==> src/rtl/mips_program_loader.sv <==
`default_nettype none
// ============================================================================
// Module   : mips_program_loader
// Purpose  : Assembles 32-bit MIPS instruction words from symbolic fields
//            received on a valid/ready stream and writes them sequentially
//            into instruction memory before the core leaves reset.
//            Supported ops: R-type, addi, andi, ori, sw, lw, beq.
// Ports    : clk, rst            - clock, synchronous active-high reset
//            start               - begin a load session (IDLE/DONE only)
//            in_valid/in_ready   - instruction beat handshake
//            in_op, in_rs, in_rt, in_rd, in_shamt, in_funct, in_imm, in_last
//                                - symbolic instruction fields
//            imem_we/addr/wdata  - instruction-memory write port
//            busy, done, error   - session status (error is sticky)
//            count               - words written this session
// Revision : 1.0 - initial release
// ============================================================================
module mips_program_loader #(
  parameter int ADDR_WIDTH = 8
) (
  input  logic                  clk,
  input  logic                  rst,
  input  logic                  start,
  input  logic                  in_valid,
  output logic                  in_ready,
  input  logic [2:0]            in_op,
  input  logic [4:0]            in_rs,
  input  logic [4:0]            in_rt,
  input  logic [4:0]            in_rd,
  input  logic [4:0]            in_shamt,
  input  logic [5:0]            in_funct,
  input  logic [15:0]           in_imm,
  input  logic                  in_last,
  output logic                  imem_we,
  output logic [ADDR_WIDTH-1:0] imem_addr,
  output logic [31:0]           imem_wdata,
  output logic                  busy,
  output logic                  done,
  output logic                  error,
  output logic [ADDR_WIDTH:0]   count
);

  localparam logic [1:0] S_IDLE  = 2'd0;
  localparam logic [1:0] S_LOAD  = 2'd1;
  localparam logic [1:0] S_WRITE = 2'd2;
  localparam logic [1:0] S_DONE  = 2'd3;

  localparam logic [2:0] OP_RESERVED = 3'd7;

  localparam logic [ADDR_WIDTH-1:0] ADDR_ONE = {{(ADDR_WIDTH-1){1'b0}}, 1'b1};
  localparam logic [ADDR_WIDTH:0]   CNT_ONE  = {{ADDR_WIDTH{1'b0}}, 1'b1};

  logic [1:0]            state_q, state_d;
  logic [ADDR_WIDTH-1:0] addr_q;
  logic [ADDR_WIDTH:0]   count_q;
  logic [ADDR_WIDTH-1:0] waddr_q;
  logic [31:0]           wdata_q;
  logic                  last_q;
  logic                  error_q;

  logic                  hs;
  logic                  op_reserved;
  logic                  addr_full;
  logic [31:0]           enc_word;

  assign hs          = in_valid & in_ready;
  assign op_reserved = (in_op == OP_RESERVED);
  // Address about to be written is the last slot of the memory.
  assign addr_full   = &addr_q;

  // Field-to-word encoder; unused fields of each format are dropped.
  always_comb begin
    enc_word = 32'd0;
    case (in_op)
      3'd0:    enc_word = {6'b000000, in_rs, in_rt, in_rd, in_shamt, in_funct};
      3'd1:    enc_word = {6'b001000, in_rs, in_rt, in_imm};
      3'd2:    enc_word = {6'b001100, in_rs, in_rt, in_imm};
      3'd3:    enc_word = {6'b001101, in_rs, in_rt, in_imm};
      3'd4:    enc_word = {6'b101011, in_rs, in_rt, in_imm};
      3'd5:    enc_word = {6'b100011, in_rs, in_rt, in_imm};
      3'd6:    enc_word = {6'b000100, in_rs, in_rt, in_imm};
      default: enc_word = 32'd0;
    endcase
  end

  // State register
  always_ff @(posedge clk) begin
    if (rst) begin
      state_q <= S_IDLE;
    end else begin
      state_q <= state_d;
    end
  end

  // Next-state logic
  always_comb begin
    state_d = state_q;
    case (state_q)
      S_IDLE, S_DONE: begin
        if (start) state_d = S_LOAD;
      end
      S_LOAD: begin
        if (hs) begin
          if (!op_reserved)  state_d = S_WRITE;
          else if (in_last)  state_d = S_DONE;
          else               state_d = S_LOAD;
        end
      end
      S_WRITE: begin
        if (last_q || addr_full) state_d = S_DONE;
        else                     state_d = S_LOAD;
      end
      default: state_d = S_IDLE;
    endcase
  end

  // Outputs decoded purely from state (no path from in_valid to in_ready).
  always_comb begin
    in_ready = (state_q == S_LOAD);
    imem_we  = (state_q == S_WRITE);
    busy     = (state_q == S_LOAD) || (state_q == S_WRITE);
    done     = (state_q == S_DONE);
  end

  // Datapath: session counters, latched word and sticky error.
  always_ff @(posedge clk) begin
    if (rst) begin
      addr_q  <= '0;
      count_q <= '0;
      waddr_q <= '0;
      wdata_q <= '0;
      last_q  <= 1'b0;
      error_q <= 1'b0;
    end else begin
      case (state_q)
        S_IDLE, S_DONE: begin
          if (start) begin
            addr_q  <= '0;
            count_q <= '0;
            error_q <= 1'b0;
          end
        end
        S_LOAD: begin
          if (hs) begin
            last_q <= in_last;
            if (op_reserved) begin
              error_q <= 1'b1;
            end else begin
              // Write-port registers only change here, so they hold
              // their values while imem_we is low.
              waddr_q <= addr_q;
              wdata_q <= enc_word;
            end
          end
        end
        S_WRITE: begin
          addr_q  <= addr_q + ADDR_ONE;
          count_q <= count_q + CNT_ONE;
          if (!last_q && addr_full) error_q <= 1'b1;
        end
        default: ;
      endcase
    end
  end

  assign imem_addr  = waddr_q;
  assign imem_wdata = wdata_q;
  assign error      = error_q;
  assign count      = count_q;

endmodule
`default_nettype wire

==> config.mk <==
export PLATFORM = sky130hd
export DESIGN_NAME = mips_program_loader
export DESIGN_NICKNAME = d
export VERILOG_FILES = /design/src/rtl/mips_program_loader.sv
export SDC_FILE = /design/constraint.sdc
export NUM_CORES = 1
export LEC_CHECK = 0
export CORE_AREA = 2 2 78 80
export CTS_CLUSTER_DIAMETER = 50
export DETAILED_ROUTE_END_ITERATION = 8
export DIE_AREA = 0 0 80 82
export PLACE_DENSITY = 0.8
export SLEW_MARGIN = 10
export SYNTH_ARGS = -nofsm -noshare
export SYNTH_HDL_FRONTEND = slang
export SYNTH_SLANG_ARGS = --single-unit
==> constraint.sdc <==
create_clock -name clk -period 3.5 [get_ports clk]
set_input_delay 0.35 -clock clk [delete_from_list [all_inputs] [get_ports clk]]
set_output_delay 0.35 -clock clk [all_outputs]
set_load 0.02 [all_outputs]
==> results of run 1 <==
## synth_stat cells, types with 2 or more instances
| cell type | count | area share (%) |
|---|---|---|
| clkbuf_1 | 4 | 0.59 |
| or3_1 | 2 | 0.49 |
| a311oi_1 | 2 | 0.69 |
| o21ai_0 | 5 | 0.98 |
| a21oi_1 | 26 | 5.1 |
| a22oi_1 | 2 | 0.59 |
| nor4b_1 | 3 | 1.0 |
| xor2_1 | 4 | 1.4 |
| inv_1 | 5 | 0.74 |
| nor2_1 | 38 | 5.6 |
| mux2_2 | 2 | 0.89 |
| dfxtp_1 | 59 | 46 |
| buf_2 | 12 | 2.4 |
| mux2i_1 | 2 | 0.79 |
| nand3_1 | 6 | 1.2 |
| a221oi_1 | 16 | 5.5 |
| ha_1 | 5 | 2.5 |
| nand4_1 | 3 | 0.74 |
| nor3_1 | 22 | 4.3 |
| buf_4 | 2 | 0.59 |
| xnor2_1 | 7 | 2.4 |
| o21a_1 | 2 | 0.59 |
| nand2_1 | 46 | 6.8 |
| buf_6 | 2 | 0.89 |
## cell families after synthesis
kind of cell    Yosys count  synth area share, %
compound gates           61                 16.1
xor+xnor                 11                 3.79
mux                       5                 2.21
buf+inv                  26                 5.31
fa+ha+maj                 5                 2.46
simple gates            128                 23.5
flops                    59                 46.5
other cells               1                0.147
## critical path, cell delays in order (launching register included)
cell and delay [ps]:
dfxtp_1 390, inv_1 60, ha_1 440, mux2i_2 210
buf_4 210, o21bai_1 750, nor2_1 110
## how the worst max path moves through the flow
stage | startpoint | endpoint | cells past startpoint
after global placement | in_op[1] | imem_wdata[14] | 5
final | state_q[0] | addr_q[7] | 6
after global routing | state_q[0] | count[5] | 6
after floorplan | state_q[0] | count[7] | 8
after detailed placement | in_op[1] | imem_wdata[6] | 5
after CTS | state_q[0] | addr_q[2] | 6
## per-stage QoR
step	hold WS, ps	total power [mW]	instances
2_1_floorplan	446	1.09	296
3_3_place_gp	442	1.28	456
3_5_place_dp	446	1.29	456
4_1_cts	454	1.88	472
5_1_grt	480	1.97	472
6_report	453	1.87	472
## final cells by class
cell class | count | area, um^2
Multi-Input combinational cell | 211 | 1230
Fill cell | 493 | 1990
Tap cell | 75 | 93.8
Clock buffer | 14 | 153
Sequential cell | 59 | 1180
Timing Repair Buffer | 106 | 1050
Inverter | 5 | 18.8
Clock inverter | 2 | 35.0
## per-layer routing
metal	vias up	share of wire (%)	track usage, %
met5	-	0	0
met4	0	1.5	9.32
met3	9	4.1	3.96
met2	57	53	35.4
met1	1180	42	23.7
li1	1219	-	-
## sequential cells by signal, indices dropped and copies added (netlist names)
signal,count
addr_q,8
count,9
error,1
imem_addr,8
imem_wdata,30
last_q,1
state_q,2
## power by group through the flow
| stage | Sequential [mW] | Clock (mW) | Combinational (mW) |
|---|---|---|---|
| finish | 0.762 | 0.597 | 0.514 |
| detailed placement | 0.775 | 0 | 0.514 |
| global placement | 0.773 | 0 | 0.507 |
| global route | 0.768 | 0.641 | 0.557 |
| CTS | 0.762 | 0.603 | 0.517 |
| floorplan | 0.829 | 0 | 0.257 |
==> results.md, run 1 <==
- Status: completed
- PwrDens: 498 mW/mm^2
- R2R cell count: 6
- Comb pwr share: approximately 27%
- Tightest Pin Transition: ~950 ps
- Arr. time, crit path: 2490 ps
- Drt pass-1 iters: 4
- Pin count of the biggest net entering global routing: between 40 and 50
- Port bufs: between 100 and 150
- CP Max Fanout: 16
- Residual DRC: 0
- Initial Utilization: approximately 44%
- Hold WC Path Type: reg2reg
- FMAX: roughly 0.43 GHz
- Vias/cell: ~5.2
- Clock Root Buffer: clkbuf_8
- Cts hold-fix bufs: 0
- DR vias: 2,465
- Clock tree buffer depth: 2
- Seq pwr share: 40.7%
- Post-synth EDFFs: 0
- Hold Startpoint: imem_wdata[19]
- Slew Viols, Final: 0
- Layout cells sized above 1: 6.30%
- Area Overhead vs Synth: 47.8%
- Yosys warns: 0
- Die X: around 80 um
- Sequential-to-total area share from yosys stat: 46.5%
- Final Worst Setup Slack: roughly 1200 ps
- First-pass GRT wire length: 10.4 mm
- Commonest non-fill, non-tap cell in the layout: clkdlybuf4s50_1
- Worst Skew: approximately 12 ps
- Syn nets: ~350
- Dpl ws: 1060 ps
- Max-cap violations: 0
- FP Rows: 28
- Clock Power Share: a little under a third
- Routed Antenna Nets: 0
- Critical path class: reg2reg
- Most frequent cells in the layout: 102 x clkdlybuf4s50_1, 59 x dfxtp_1, 46 x nand2_1
- Worst reg2reg endpoint: addr_q[7]
- WL per Instance: between 10 and 15 um
- GPL Wtd Cong: roughly 0.73
- Switching Share: 30.0%
- Layout net count: ~450
- Overflow after GRT: 0
- Hold path endpoint: imem_wdata[19]
- # resized after CTS: 0
- Setup TNS: 0 ps
- Hold Vio Cnt, Final: 0
- Post-Syn Area per Cell: between 8 and 9 um^2
- Slew margin rel.: a little under two fifths
- Clock Sinks: 59
- Hold Crit Depth: 2
- Number of global-route vias before repair: between 2k and 2.5k
- Die Y: between 80 and 90 um
- Pint: around 1.3 mW
- CTS tree: yes
- Net Switching: 0.562 mW
- #FFs+latches synth: between 50 and 60
- Util after Layout: approximately 65%
- R2r startpoint: state_q[0]
- Post-CTS Repair Setup Buffers: 0
- Count of different cell masters after synthesis: 43
- Final setup vio count: 0
- TritonCTS Buffers: 9
- CTS H-tree depth: 3
- GRT Total Usage: ~20%
- Final Cycle Share: between 60% and 70%
- Synth Flop Type: dfxtp_1
- Core Region: between 0.005 and 0.006 mm^2
- DP Area: about 0.0036 mm^2
- Antenna violations before repair: 0
- Hpwl dp: between 4 and 5 mm
- Post-route cell area: between 0.003 and 0.004 mm^2
- Type of origin of the critical path: register
- FF-to-FF setup slack: ~1200 ps
- Total wire length: between 6 and 7 mm
- Antenna diodes: 0
- Clock slew at reported path FFs: around 60 ps
- Max IR drop VDD: approximately 290 uV
- DRT iter0 DRCs: around 130
- DIE AREA: between 0.006 and 0.007 mm^2
- Critical Path End Type: register
- Period minus WS final: around 2300 ps
- Post-synth ARST share: 0%
- RSZ-0062 raised after global routing: false
- Ports: 104
- Leakage power: 1.30 nW
- Worst-Skew Late Latency: approximately 330 ps
- Post-Synthesis Cells: a little under 300
- Synth Cell Area: ~0.0025 mm^2
- Worst endpoint required time: about 3700 ps
(Power assumes the default switching activity.)
==> run 2, diff against run 1 <==
CORE_AREA = 2 2 84 86   (was 2 2 78 80)
DIE_AREA = 0 0 86 88   (was 0 0 80 82)
PLACE_DENSITY = 0.72   (was 0.8)
clock period = 2.1 ns   (was 3.5 ns; I/O delays follow)
==> results.md, run 2 (synthesis gave the netlist of run 1 again) <==
- Antenna violations before repair: 0
- Final Worst Setup Slack: roughly 150 ps
- Final Cycle Share: 92.6%
- Leakage power: about 1.3 nW
- Slew Viols, Final: 0
- Routed Antenna Nets: 0
- First-pass GRT wire length: between 10 and 15 mm
- Drt pass-1 iters: 4
- Area Overhead vs Synth: 50.8%
- Critical path class: reg2out
- Total wire length: about 6.8 mm
- Hold Vio Cnt, Final: 0
- Port bufs: a little over 100
- CTS tree: yes
- CP Max Fanout: 8
- Hold WC Path Type: in2reg
- Most frequent cells in the layout: 100 x clkdlybuf4s50_1, 59 x dfxtp_1, 46 x nand2_1
- DIE AREA: between 0.007 and 0.008 mm^2
- Critical Path End Type: output port
- Final setup vio count: 0
- Max-cap violations: 0
- Hold Startpoint: rst
- Worst reg2reg endpoint: addr_q[6]
- Die X: around 86 um
- Number of global-route vias before repair: 2,266
- Arr. time, crit path: roughly 1700 ps
- Layout net count: between 400 and 500
- DP Area: ~0.0036 mm^2
- Worst-Skew Late Latency: roughly 330 ps
- Hold path endpoint: count[4]
- Post-route cell area: roughly 0.0038 mm^2
- Clock Sinks: between 50 and 60
- TritonCTS Buffers: 9
- PwrDens: about 840 mW/mm^2
- Clock tree buffer depth: 2
- CTS H-tree depth: 3
- Period minus WS final: roughly 1900 ps
- Status: completed
- GPL Wtd Cong: roughly 0.75
- Pin count of the biggest net entering global routing: 47
- FMAX: about 0.51 GHz
- Hpwl dp: about 4.8 mm
- Worst endpoint required time: roughly 1900 ps
- Dpl ws: 151 ps
- Core Region: around 0.0066 mm^2
- Overflow after GRT: 0
- DR vias: ~2.5k
- Max reg flops: 30
- Layout cells sized above 1: ~8.3%
- GRT Total Usage: 17.4%
- R2r startpoint: state_q[0]
- Die Y: 88 um
- Ports: 104
- DRT iter0 DRCs: 80
- Overall Power: ~3.2 mW
- R2R cell count: 7
- Clock slew at reported path FFs: 60 ps
- FP Rows: 30
- Max IR drop VDD: between 400 and 500 uV
- Util after Layout: between 50% and 60%
- Antenna diodes: 0
- Vias/cell: a little over 5
- Cts hold-fix bufs: 0
- FF-to-FF setup slack: ~270 ps
- Initial Utilization: 38.3%
- Type of origin of the critical path: register
- Clock Root Buffer: clkbuf_8
- Setup TNS: 0 ps
- Hold Crit Depth: 4
- Commonest non-fill, non-tap cell in the layout: clkdlybuf4s50_1
- WL per Instance: about 14 um
- Residual DRC: 0
- Worst Skew: approximately 9.1 ps
- RSZ-0062 raised after global routing: false
-- run 2: changes by cell type in the layout (fill, tap and decap cells not counted) --
cell,before,now
buf_12,0,2
clkbuf_8,10,12
dlygate4sd2_1,0,1
buf_2,0,1
buf_4,4,7
clkbuf_1,4,0
clkdlybuf4s50_1,102,100
-- run 2: layer usage --
| layer | global-route usage (%) | up-vias | part of all wire, % |
|---|---|---|---|
| met5 | 0 | - | 0 |
| met4 | 9.09 | 0 | 2.7 |
| met3 | 4.15 | 16 | 4.4 |
| met2 | 29.4 | 68 | 51 |
| met1 | 20.7 | 1164 | 42 |
| li1 | - | 1231 | - |
-- run 2: area by class of cell --
class	instances	area, um^2
tap	80	100
clock buffer	12	165
sequential	59	1180
timing repair buffer	111	1110
fill	620	2810
multi-input combinational	211	1230
inverter	5	18.8
clock inverter	2	35.0
-- run 2: how the worst max path moves through the flow --
stage / from / to / slack [ps] / cells past startpoint
floorplan: state_q[0] / count[7] / 360 / 8
global placement: in_op[0] / imem_wdata[11] / 200 / 5
detailed placement: in_op[0] / imem_wdata[7] / 150 / 5
CTS: state_q[1] / imem_we / 130 / 2
global route: state_q[1] / imem_we / 70 / 2
finish: state_q[1] / imem_we / 150 / 2
-- run 2: report_power, final --
| group | leakage (nW) | internal [mW] | switching [mW] | total [mW] |
|---|---|---|---|---|
| registers | 0.479 | 1.21 | 0.0538 | 1.27 |
| logic | 0.760 | 0.420 | 0.478 | 0.897 |
| clock network | 0.104 | 0.630 | 0.421 | 1.05 |
-- run 2: timing repair --
| item | in CTS | in global routing |
|---|---|---|
| setup endpoints to repair | 1 | 0 |
| gates resized for setup | 1 | 0 |
| setup buffers | 0 | 0 |
-- run 2: critical path, stage by stage (launching register included) --
cell	delay, ps
dfxtp_1	400
ha_1	340
clkdlybuf4s50_1	660
-- run 2: per-stage QoR --
stage / instances / hold slack (ps)
2_1_floorplan: 296 / 346
3_3_place_gp: 466 / 442
3_5_place_dp: 466 / 448
4_1_cts: 480 / 345
5_1_grt: 480 / 364
6_report: 480 / 351
==> variant (flow settings as in run 1) <==
Put one more register stage on the output `count`, cleared by the reset. The value now appears one clock later. The other outputs are not delayed to match.
--- a/src/rtl/mips_program_loader.sv
+++ b/src/rtl/mips_program_loader.sv
@@ -167,5 +167,11 @@
   assign imem_wdata = wdata_q;
   assign error      = error_q;
-  assign count      = count_q;
+  always_ff @(posedge clk) begin
+    if (rst) begin
+      count <= '0;
+    end else begin
+      count <= count_q;
+    end
+  end
 
 endmodule
Check against the original RTL: not equivalent (a bounded check fails within 4 cycles, from zero or initial values and one cycle with rst high).
==> variant against run 1 <==
  * Routed wire length rose by 4.1%
  * Power rose by 5.6%
  * Highest routed layer unchanged
  * Sequential cell count rose by 9
  * Synthesized area rose by 9.3%
  * Clock skew fell by 6.3 ps
  * Global-route usage rose by 1.1 points
  * Cell area rose by 6.1%
  * Setup slack improved by 39 ps
  * Via count rose by 4.3%
==> variant: results (changes against run 1) <==
Synth
  • Largest cells by area after synthesis: dfxtp_1 49%, nand2_1 6.9%, nor2_1 5.3%, a221oi_1 5.0%, a21oi_1 4.3%
  • Gate Count Post-Synth: 317 (+7.1%)
  • Synthesized Nets: 372 (+6.0%)
  • Seq/Total Area, Yosys: 0.490 (+0.0253)

Power
  • Int Pwr: 1.40 mW (+6.4%)
  • Worst IR drop on VDD: 0.000299 V (+1.5%)
  • Power Clock: 0.602 mW (+0.8%)
  • P per Cell Area: 496 nW/µm² (-0.40%)
  • Static leakage: 1.40 nW (+7.7%)

GRT
  • First-pass GRT wire length: 10800 µm (+3.9%)

Final layout
  • Multi-input gate share of total cell area: 0.321 (-0.00545)
  • Fillers: 483 (-2.0%)

Hold path
  • Hold Crit Class: in2reg

Critical path
  • Worst-path fanout max: 8 (-8)
  • Capturing point of the worst reg2reg path: imem_wdata[13]
  • Worst Setup EP: busy
  • Worst path slowest cell: clkdlybuf4s50_1
  • Worst R2R Setup Slack: 1360 ps (+180 ps)
  • Crit-path max cell delay: 610 ps (-140 ps)
  • Worst reg2reg path depth: 7 (+1)

Status
  • Outcome: complete, no violations

Placed design
  • Placed cell areas: 3800 µm² (+6.4%)
  • DP Wirelength: 4850 µm (+5.3%)
  • Routability congestion estimate from global placement: 0.764 (+4.1%)

Routing
  • Drt wl/cell: 13.9 µm (about the same)

STA
  • Worst Tran Pin Value: 955 ps (+7.67 ps)
  • Worst hold slack: 443 ps (-10.3 ps)
[variant: cell count changes in the layout (fill, tap and decap cells not counted), sizes merged, moves of 2 or more]
cell,run 1,this run
nor2b,1,11
nand2,46,51
a21oi,26,24
dfxtp,59,68
nand3,7,5
[variant: routing by layer]
layer	GRT usage	share of wire	vias to the layer above
li1	-	-	1280
met1	0.262	0.44	1204
met2	0.348	0.47	77
met3	0.0670	0.077	11
met4	0.0797	0.017	0
met5	0	0	-
[variant: cells by family (layout without fill, tap and decap cells)]
logic type / Yosys count / after routing / share of synthesized area
AND/OR/NAND/NOR: 144 / 144 / 0.246
flip-flops: 68 / 68 / 0.490
AO/OA/AOI/OAI: 57 / 57 / 0.136
buffers and inverters: 26 / 126 / 0.0500
XOR/XNOR: 12 / 12 / 0.0378
adder cells (fa/ha/maj): 5 / 5 / 0.0225
multiplexers: 4 / 4 / 0.0162
other: 1 / 1 / 0.00135
